[config.mk]
export PLATFORM = sky130hd
export DESIGN_NAME = adc_spi_responder_flat
export DESIGN_NICKNAME = d
export VERILOG_FILES = /design/src/rtl/adc_spi_responder_pkg.sv /design/src/rtl/adc_spi_responder_if.sv /design/src/rtl/adc_spi_responder_input_sync.sv /design/src/rtl/adc_spi_responder.sv /design/src/flat_wrapper.sv
export SDC_FILE = /design/constraint.sdc
export NUM_CORES = 1
export LEC_CHECK = 0
export CAP_MARGIN = 20
export CORE_ASPECT_RATIO = 1.25
export CORE_UTILIZATION = 53
export CTS_CLUSTER_DIAMETER = 200
export DETAILED_ROUTE_END_ITERATION = 7
export HOLD_SLACK_MARGIN = 0.1
export PLACE_DENSITY_LB_ADDON = 0.25
export RECOVER_POWER = 50
export SETUP_SLACK_MARGIN = 0.1
export SLEW_MARGIN = 20
export SYNTH_ARGS = -nofsm -noshare
export SYNTH_HDL_FRONTEND = slang
export SYNTH_SLANG_ARGS = --single-unit
[constraint.sdc]
create_clock -name CLOCK_50 -period 2 [get_ports CLOCK_50]
set_input_delay 0.2 -clock CLOCK_50 [delete_from_list [all_inputs] [get_ports CLOCK_50]]
set_output_delay 0.2 -clock CLOCK_50 [all_outputs]
set_load 0.005 [all_outputs]
[src/rtl/adc_spi_responder_pkg.sv]
// Shared types and constants for the serial ADC emulator: FSM states,
// control-word bit positions and sample coding helpers.
package adc_spi_responder_pkg;

  typedef enum logic [1:0] {
    IDLE  = 2'd0,
    SHIFT = 2'd1,
    HOLD  = 2'd2
  } state_e;

  localparam int WRITE_BIT  = 15;
  localparam int SEQ_BIT    = 14;
  localparam int ADD2_BIT   = 12;
  localparam int ADD0_BIT   = 10;
  localparam int PM1_BIT    = 9;
  localparam int PM0_BIT    = 8;
  localparam int SHADOW_BIT = 7;
  localparam int RANGE_BIT  = 5;
  localparam int CODING_BIT = 4;

  localparam int FRAME_BITS_DEFAULT = 16;

  // CODING=0 returns two's complement, which for a mid-scale-offset unsigned
  // sample is just the MSB inverted.
  function automatic logic [11:0] code_sample(input logic [11:0] s, input logic straight);
    return straight ? s : {~s[11], s[10:0]};
  endfunction

  // Control register holds word bits [15:4]; PM defaults to 11 (normal operation).
  function automatic logic [11:0] ctrl_reset(input logic coding);
    return {1'b0, 2'b00, 3'b000, 2'b11, 2'b00, 1'b0, coding};
  endfunction

endpackage

[src/rtl/adc_spi_responder_if.sv]
// Serial bus between the capture-path master and the ADC emulator.
interface adc_spi_responder_if;
  logic SCLK;
  logic CSN;
  logic DIN;
  logic DOUT;
  logic DOUT_oe;

  modport master (output SCLK, output CSN, output DIN, input DOUT, input DOUT_oe);
  modport slave  (input SCLK, input CSN, input DIN, output DOUT, output DOUT_oe);
endinterface

[src/rtl/adc_spi_responder_input_sync.sv]
// Multi-flop synchronizer with one extra history flop so rise/fall pulses
// come from the last two stages.
module adc_spi_responder_input_sync #(
  parameter int   SYNC_STAGES = 2,
  parameter logic RST_VAL     = 1'b0
) (
  input  logic i_clk,
  input  logic i_rst,
  input  logic i_d,
  output logic o_level,
  output logic o_rise,
  output logic o_fall
);

  logic [SYNC_STAGES:0] r_sh;

  always_ff @(posedge i_clk or posedge i_rst) begin
    if (i_rst) r_sh <= {(SYNC_STAGES+1){RST_VAL}};
    else       r_sh <= {r_sh[SYNC_STAGES-1:0], i_d};
  end

  assign o_level = r_sh[SYNC_STAGES-1];
  assign o_rise  =  r_sh[SYNC_STAGES-1] & ~r_sh[SYNC_STAGES];
  assign o_fall  = ~r_sh[SYNC_STAGES-1] &  r_sh[SYNC_STAGES];

endmodule

[src/rtl/adc_spi_responder.sv]
// AD7928-style serial ADC emulator: decodes the 16-bit control word on DIN
// and returns {0, ADD[2:0], D[11:0]} on DOUT, all oversampled on CLOCK_50.
module adc_spi_responder
  import adc_spi_responder_pkg::*;
#(
  parameter int   SYNC_STAGES = 2,
  parameter int   FRAME_BITS  = FRAME_BITS_DEFAULT,
  parameter logic RST_CODING  = 1'b0
) (
  input  logic                CLOCK_50,
  input  logic                reset,
  adc_spi_responder_if.slave  spi,
  output logic [2:0]          sample_addr,
  input  logic [11:0]         sample_data,
  output logic                frame_done,
  output logic                frame_abort,
  output logic [11:0]         ctrl_reg
);

  localparam logic [1:0] S_IDLE  = IDLE;
  localparam logic [1:0] S_SHIFT = SHIFT;
  localparam logic [1:0] S_HOLD  = HOLD;
  localparam logic [4:0] LAST_EDGE = 5'(FRAME_BITS - 1);

  logic w_sclk_level, w_sclk_rise, w_sclk_fall;
  logic w_csn_level, w_csn_rise, w_csn_fall;
  logic w_din, w_din_rise, w_din_fall;
  logic w_unused;

  adc_spi_responder_input_sync #(.SYNC_STAGES(SYNC_STAGES), .RST_VAL(1'b1)) u_sync_sclk (
    .i_clk(CLOCK_50), .i_rst(reset), .i_d(spi.SCLK),
    .o_level(w_sclk_level), .o_rise(w_sclk_rise), .o_fall(w_sclk_fall));
  adc_spi_responder_input_sync #(.SYNC_STAGES(SYNC_STAGES), .RST_VAL(1'b1)) u_sync_csn (
    .i_clk(CLOCK_50), .i_rst(reset), .i_d(spi.CSN),
    .o_level(w_csn_level), .o_rise(w_csn_rise), .o_fall(w_csn_fall));
  adc_spi_responder_input_sync #(.SYNC_STAGES(SYNC_STAGES), .RST_VAL(1'b0)) u_sync_din (
    .i_clk(CLOCK_50), .i_rst(reset), .i_d(spi.DIN),
    .o_level(w_din), .o_rise(w_din_rise), .o_fall(w_din_fall));

  assign w_unused = &{1'b0, w_sclk_level, w_sclk_rise, w_csn_level, w_din_rise, w_din_fall};

  logic [1:0]  r_state;
  logic [4:0]  r_n;
  logic        r_dout;
  logic        r_oe;
  logic [2:0]  r_addr;
  logic        r_done;
  logic        r_abort;
  logic [11:0] r_ctrl;
  logic [14:0] r_tx;
  logic [14:0] r_rx;
  logic [15:0] w_tx_load;
  logic [15:0] w_rx_next;
  logic        w_start;
  logic        w_shift;

  assign w_tx_load = {1'b0, r_addr, code_sample(sample_data, r_ctrl[CODING_BIT-4])};
  assign w_rx_next = {r_rx, w_din};
  assign w_start   = (r_state == S_IDLE)  && w_csn_fall;
  assign w_shift   = (r_state == S_SHIFT) && w_sclk_fall;

  // Control path: FSM, edge count, output pin and committed control state
  always_ff @(posedge CLOCK_50 or posedge reset) begin
    if (reset) begin
      r_state <= S_IDLE;
      r_n     <= '0;
      r_dout  <= 1'b0;
      r_oe    <= 1'b0;
      r_addr  <= '0;
      r_done  <= 1'b0;
      r_abort <= 1'b0;
      r_ctrl  <= ctrl_reset(RST_CODING);
    end else begin
      r_done  <= 1'b0;
      r_abort <= 1'b0;
      case (r_state)
        S_IDLE: begin
          if (w_csn_fall) begin
            r_state <= S_SHIFT;
            r_oe    <= 1'b1;
            r_dout  <= w_tx_load[15];
            r_n     <= '0;
          end
        end
        S_SHIFT: begin
          // A CSN rise coinciding with the final edge still completes the frame
          if (w_sclk_fall && r_n == LAST_EDGE) begin
            r_n    <= r_n + 5'd1;
            r_dout <= 1'b0;
            r_done <= 1'b1;
            if (w_rx_next[WRITE_BIT]) begin
              r_ctrl <= w_rx_next[15:4];
              r_addr <= w_rx_next[ADD2_BIT:ADD0_BIT];
            end
            if (w_csn_rise) begin
              r_state <= S_IDLE;
              r_oe    <= 1'b0;
            end else begin
              r_state <= S_HOLD;
            end
          end else if (w_csn_rise) begin
            r_state <= S_IDLE;
            r_oe    <= 1'b0;
            r_dout  <= 1'b0;
            r_abort <= 1'b1;
          end else if (w_sclk_fall) begin
            r_n    <= r_n + 5'd1;
            r_dout <= r_tx[14];
          end
        end
        S_HOLD: begin
          if (w_csn_rise) begin
            r_state <= S_IDLE;
            r_oe    <= 1'b0;
          end
        end
        default: r_state <= S_IDLE;
      endcase
    end
  end

  // Data path: transmit and receive shift registers, reloaded every frame
  always_ff @(posedge CLOCK_50) begin
    if (w_start)      r_tx <= w_tx_load[14:0];
    else if (w_shift) r_tx <= {r_tx[13:0], 1'b0};
    if (w_shift)      r_rx <= w_rx_next[14:0];
  end

  assign spi.DOUT    = r_dout;
  assign spi.DOUT_oe = r_oe;
  assign sample_addr = r_addr;
  assign frame_done  = r_done;
  assign frame_abort = r_abort;
  assign ctrl_reg    = r_ctrl;

endmodule

[src/flat_wrapper.sv]
// flat-port wrapper written by rule: the top's interface ports become plain ports
module adc_spi_responder_flat import adc_spi_responder_pkg::*;
#(
  parameter int   SYNC_STAGES = 2,
  parameter int   FRAME_BITS  = FRAME_BITS_DEFAULT,
  parameter logic RST_CODING  = 1'b0
)
  (CLOCK_50, reset, sample_addr, sample_data, frame_done, frame_abort, ctrl_reg, spi_SCLK, spi_CSN, spi_DIN, spi_DOUT, spi_DOUT_oe);
  adc_spi_responder_if spi_i ();
  input  logic CLOCK_50;
  input  logic reset;
  output logic [2:0] sample_addr;
  input  logic [11:0] sample_data;
  output logic frame_done;
  output logic frame_abort;
  output logic [11:0] ctrl_reg;
  input wire logic [$bits(spi_i.SCLK)-1:0] spi_SCLK;
  input wire logic [$bits(spi_i.CSN)-1:0] spi_CSN;
  input wire logic [$bits(spi_i.DIN)-1:0] spi_DIN;
  output wire logic [$bits(spi_i.DOUT)-1:0] spi_DOUT;
  output wire logic [$bits(spi_i.DOUT_oe)-1:0] spi_DOUT_oe;
  assign spi_i.SCLK = spi_SCLK;
  assign spi_i.CSN = spi_CSN;
  assign spi_i.DIN = spi_DIN;
  assign spi_DOUT = spi_i.DOUT;
  assign spi_DOUT_oe = spi_i.DOUT_oe;
  adc_spi_responder #(.SYNC_STAGES(SYNC_STAGES), .FRAME_BITS(FRAME_BITS), .RST_CODING(RST_CODING)) u_core (.CLOCK_50(CLOCK_50), .reset(reset), .spi(spi_i), .sample_addr(sample_addr), .sample_data(sample_data), .frame_done(frame_done), .frame_abort(frame_abort), .ctrl_reg(ctrl_reg));
endmodule
==> metrics.txt <==
nets 229; area grow syn2layout 27.5%; post-synthesis compound-gate area fraction 5.86%; Final Hold Vio Count 0; largest net degree at the start of global routing 20; critical path data required time 2.22 ns; r2r setup slk 0.20 ns; power per cell area 1040 nW/um^2; area share of xor/xnor cells in the synthesized design 0.354%; routability cong. 0.836; # diodes 0; register area share after synthesis 68.1%; Reg2Reg Capture Point u_core.ctrl_reg[3]; Via density 5.19; I/O Pins 36; Max Fclk 554 MHz; RSZ-0062 raised after global routing no; worst r2r src u_core.r_n[1]; Port Buffers 35; commonest non-fill, non-tap cell in the layout edfxtp_1; CTS Buf Count 9; Max Slew Vio Count 0; setup_tns 0 ns; core area 4460 sq um; DIE HEIGHT 78.4 um; vias in the first global route 1436; mux cell area share after synthesis 12.7%; Clock Skew 0.0104 ns; Slew HR 31.5%; Adder-Cell Fraction of Synth Area 3.03%; R2R depth 8; Yosys cell types 36; main combinational cell family by area after synthesis multiplexers; Starting Density 55.6%; CTS sink cnt 61; Slew @ Worst Pin 1.03 ns; Crit Path Category reg -> reg; HP Class in -> async; ANT nets after route 0; WL/cell 15.6 um; Clk pin slew, worst setup/hold paths 0.07 ns; Tmin final 1.80 ns; Synth Net Count 182; GR Util All Layers 19.6%; Synth Area in Simple Gates 6.31%; first-pass GRT wire length 7030 um; warnings from Yosys 0; CTS root buf clkbuf_8; crit end category flop; share of layout cells above drive strength 1 28.4%; async set or reset register ratio after synthesis 50.8%; htree depth 3; number of synthesized register bits 61; worst skew pair latency 0.33 ns; total die area 4950 sq um; # setup viols final 0; startpoint types flop; Longest Clk Path Bufs 2; chip width 63.2 um; non-filler instance count after layout 269; Cell Area, Synth 2480 sq um; GR peak layer met2; most frequent cells in the layout 30 x edfxtp_1, 23 x dfrtp_1, 19 x clkdlybuf4s50_1; number of flops mapped to enable cells by yosys 30; status finished, final reports clean; remaining global-route overflow 0; # rows 27; Avg Inst Size Synth 15.6 sq um; Leak 1.36 nW; Hold-fix buffers, CTS 0; Primary FF master, synth edfxtp_1; Synth Instances 159; period utilization 90.2%; Critical Path AT 2.02 ns; Peak VDD IR 0.774 mV; TritonCTS clock tree built; GR Util met1 23.3%; met2 Use GR 32.6%; DR vias 1396; final WL 4200 um; DRC 0; max-cap viol count 0; Iteration-0 DRC Markers 40; DP HPWL 2920 um; GR Layer Usage met3 4.36%; number of antenna violations at the first check in global routing 0; router iterations before antenna repair 4; Worst Path Max Fanout 12; dpl cells 251
## critical path, stage by stage, from the launching register on
cell and delay [ns]:
dfrtp_1 0.39, ha_1 0.19, and3_1 0.21, ha_4 0.18, nand3b_4 0.10, nor2_4 0.05
nand2_2 0.08, buf_12 0.15, mux2_2 0.33
## worst max path at each step
stage	startpoint	to	slack (ns)
final	u_core.r_n[1]	u_core.ctrl_reg[3]	0.20
after global routing	reset	u_core.r_n[4]	0.1
after CTS	u_core.r_n[0]	u_core.ctrl_reg[3]	0.09
after detailed placement	u_core.r_n[0]	u_core.r_n[3]	-0.004
after global placement	u_core.r_n[0]	u_core.ctrl_reg[3]	0.17
after floorplan	u_core.r_state[0]	u_core.r_tx[0]	0.20
## area by class of cell
cell class | count | area, sq um
clock inverters | 6 | 86.3
clock buffers | 10 | 128
flip-flops and latches | 61 | 1690
multi-input cells | 81 | 717
inverters | 10 | 37.5
fillers | 324 | 1300
repair buffers | 43 | 432
well taps | 58 | 72.6
## cells by family after synthesis
kind of cell | Yosys count
flip-flops | 61
buffers and inverters | 17
adder cells (fa/ha/maj) | 6
multiplexers | 25
AO/OA/AOI/OAI | 23
AND/OR/NAND/NOR | 26
XOR/XNOR | 1
## layer usage
metal,vias to the layer above,wire length (um)
met5,-,0
met4,0,77
met3,8,150
met2,32,2210
met1,693,1760
li1,663,-
## per-stage QoR
step | hold WS [ns] | power [mW] | area, sq um | utilization (%) | setup slack [ns]
6_report | 0.317 | 3.29 | 3160 | 70.8 | 0.195
5_1_grt | 0.364 | 3.44 | 3160 | 70.8 | 0.0953
4_1_cts | 0.211 | 3.32 | 3150 | 70.6 | 0.0885
3_5_place_dp | 0.347 | 2.15 | 2930 | 65.7 | -0.00371
3_3_place_gp | 0.340 | 2.10 | 2930 | 65.7 | 0.168
2_1_floorplan | 0.204 | 1.94 | 2480 | - | 0.203
## what timing repair did
| action | 4_1_cts | 5_1_grt |
|---|---|---|
| endpoints found under the setup margin | 5 | 16 |
| setup buffers | 0 | 2 |
| gates resized for setup | 1 | 2 |
## report_power, final
part           total (mW)  internal (mW)  switching (mW)
Sequential           1.56           1.50          0.0590
Combinational       0.567          0.268           0.299
Clock                1.16          0.701           0.462
Total                3.29           2.47           0.820
## Yosys cell counts, types with 2 or more instances
library cell / count / share of area [%]
a21oi_1: 3 / 0.61
nand2_2: 2 / 0.50
buf_4: 5 / 1.5
o21ai_0: 7 / 1.4
nand2_1: 7 / 1.1
nor2_1: 4 / 0.61
edfxtp_1: 30 / 36
and3_1: 2 / 0.50
dfstp_2: 8 / 8.5
dfrtp_1: 23 / 23
nand2b_1: 4 / 1.0
inv_1: 9 / 1.4
mux2_2: 15 / 6.8
o21a_1: 3 / 0.91
ha_1: 6 / 3.0
mux2_4: 9 / 5.5
o22ai_1: 3 / 0.76
Power figures use the tool's default switching activity.
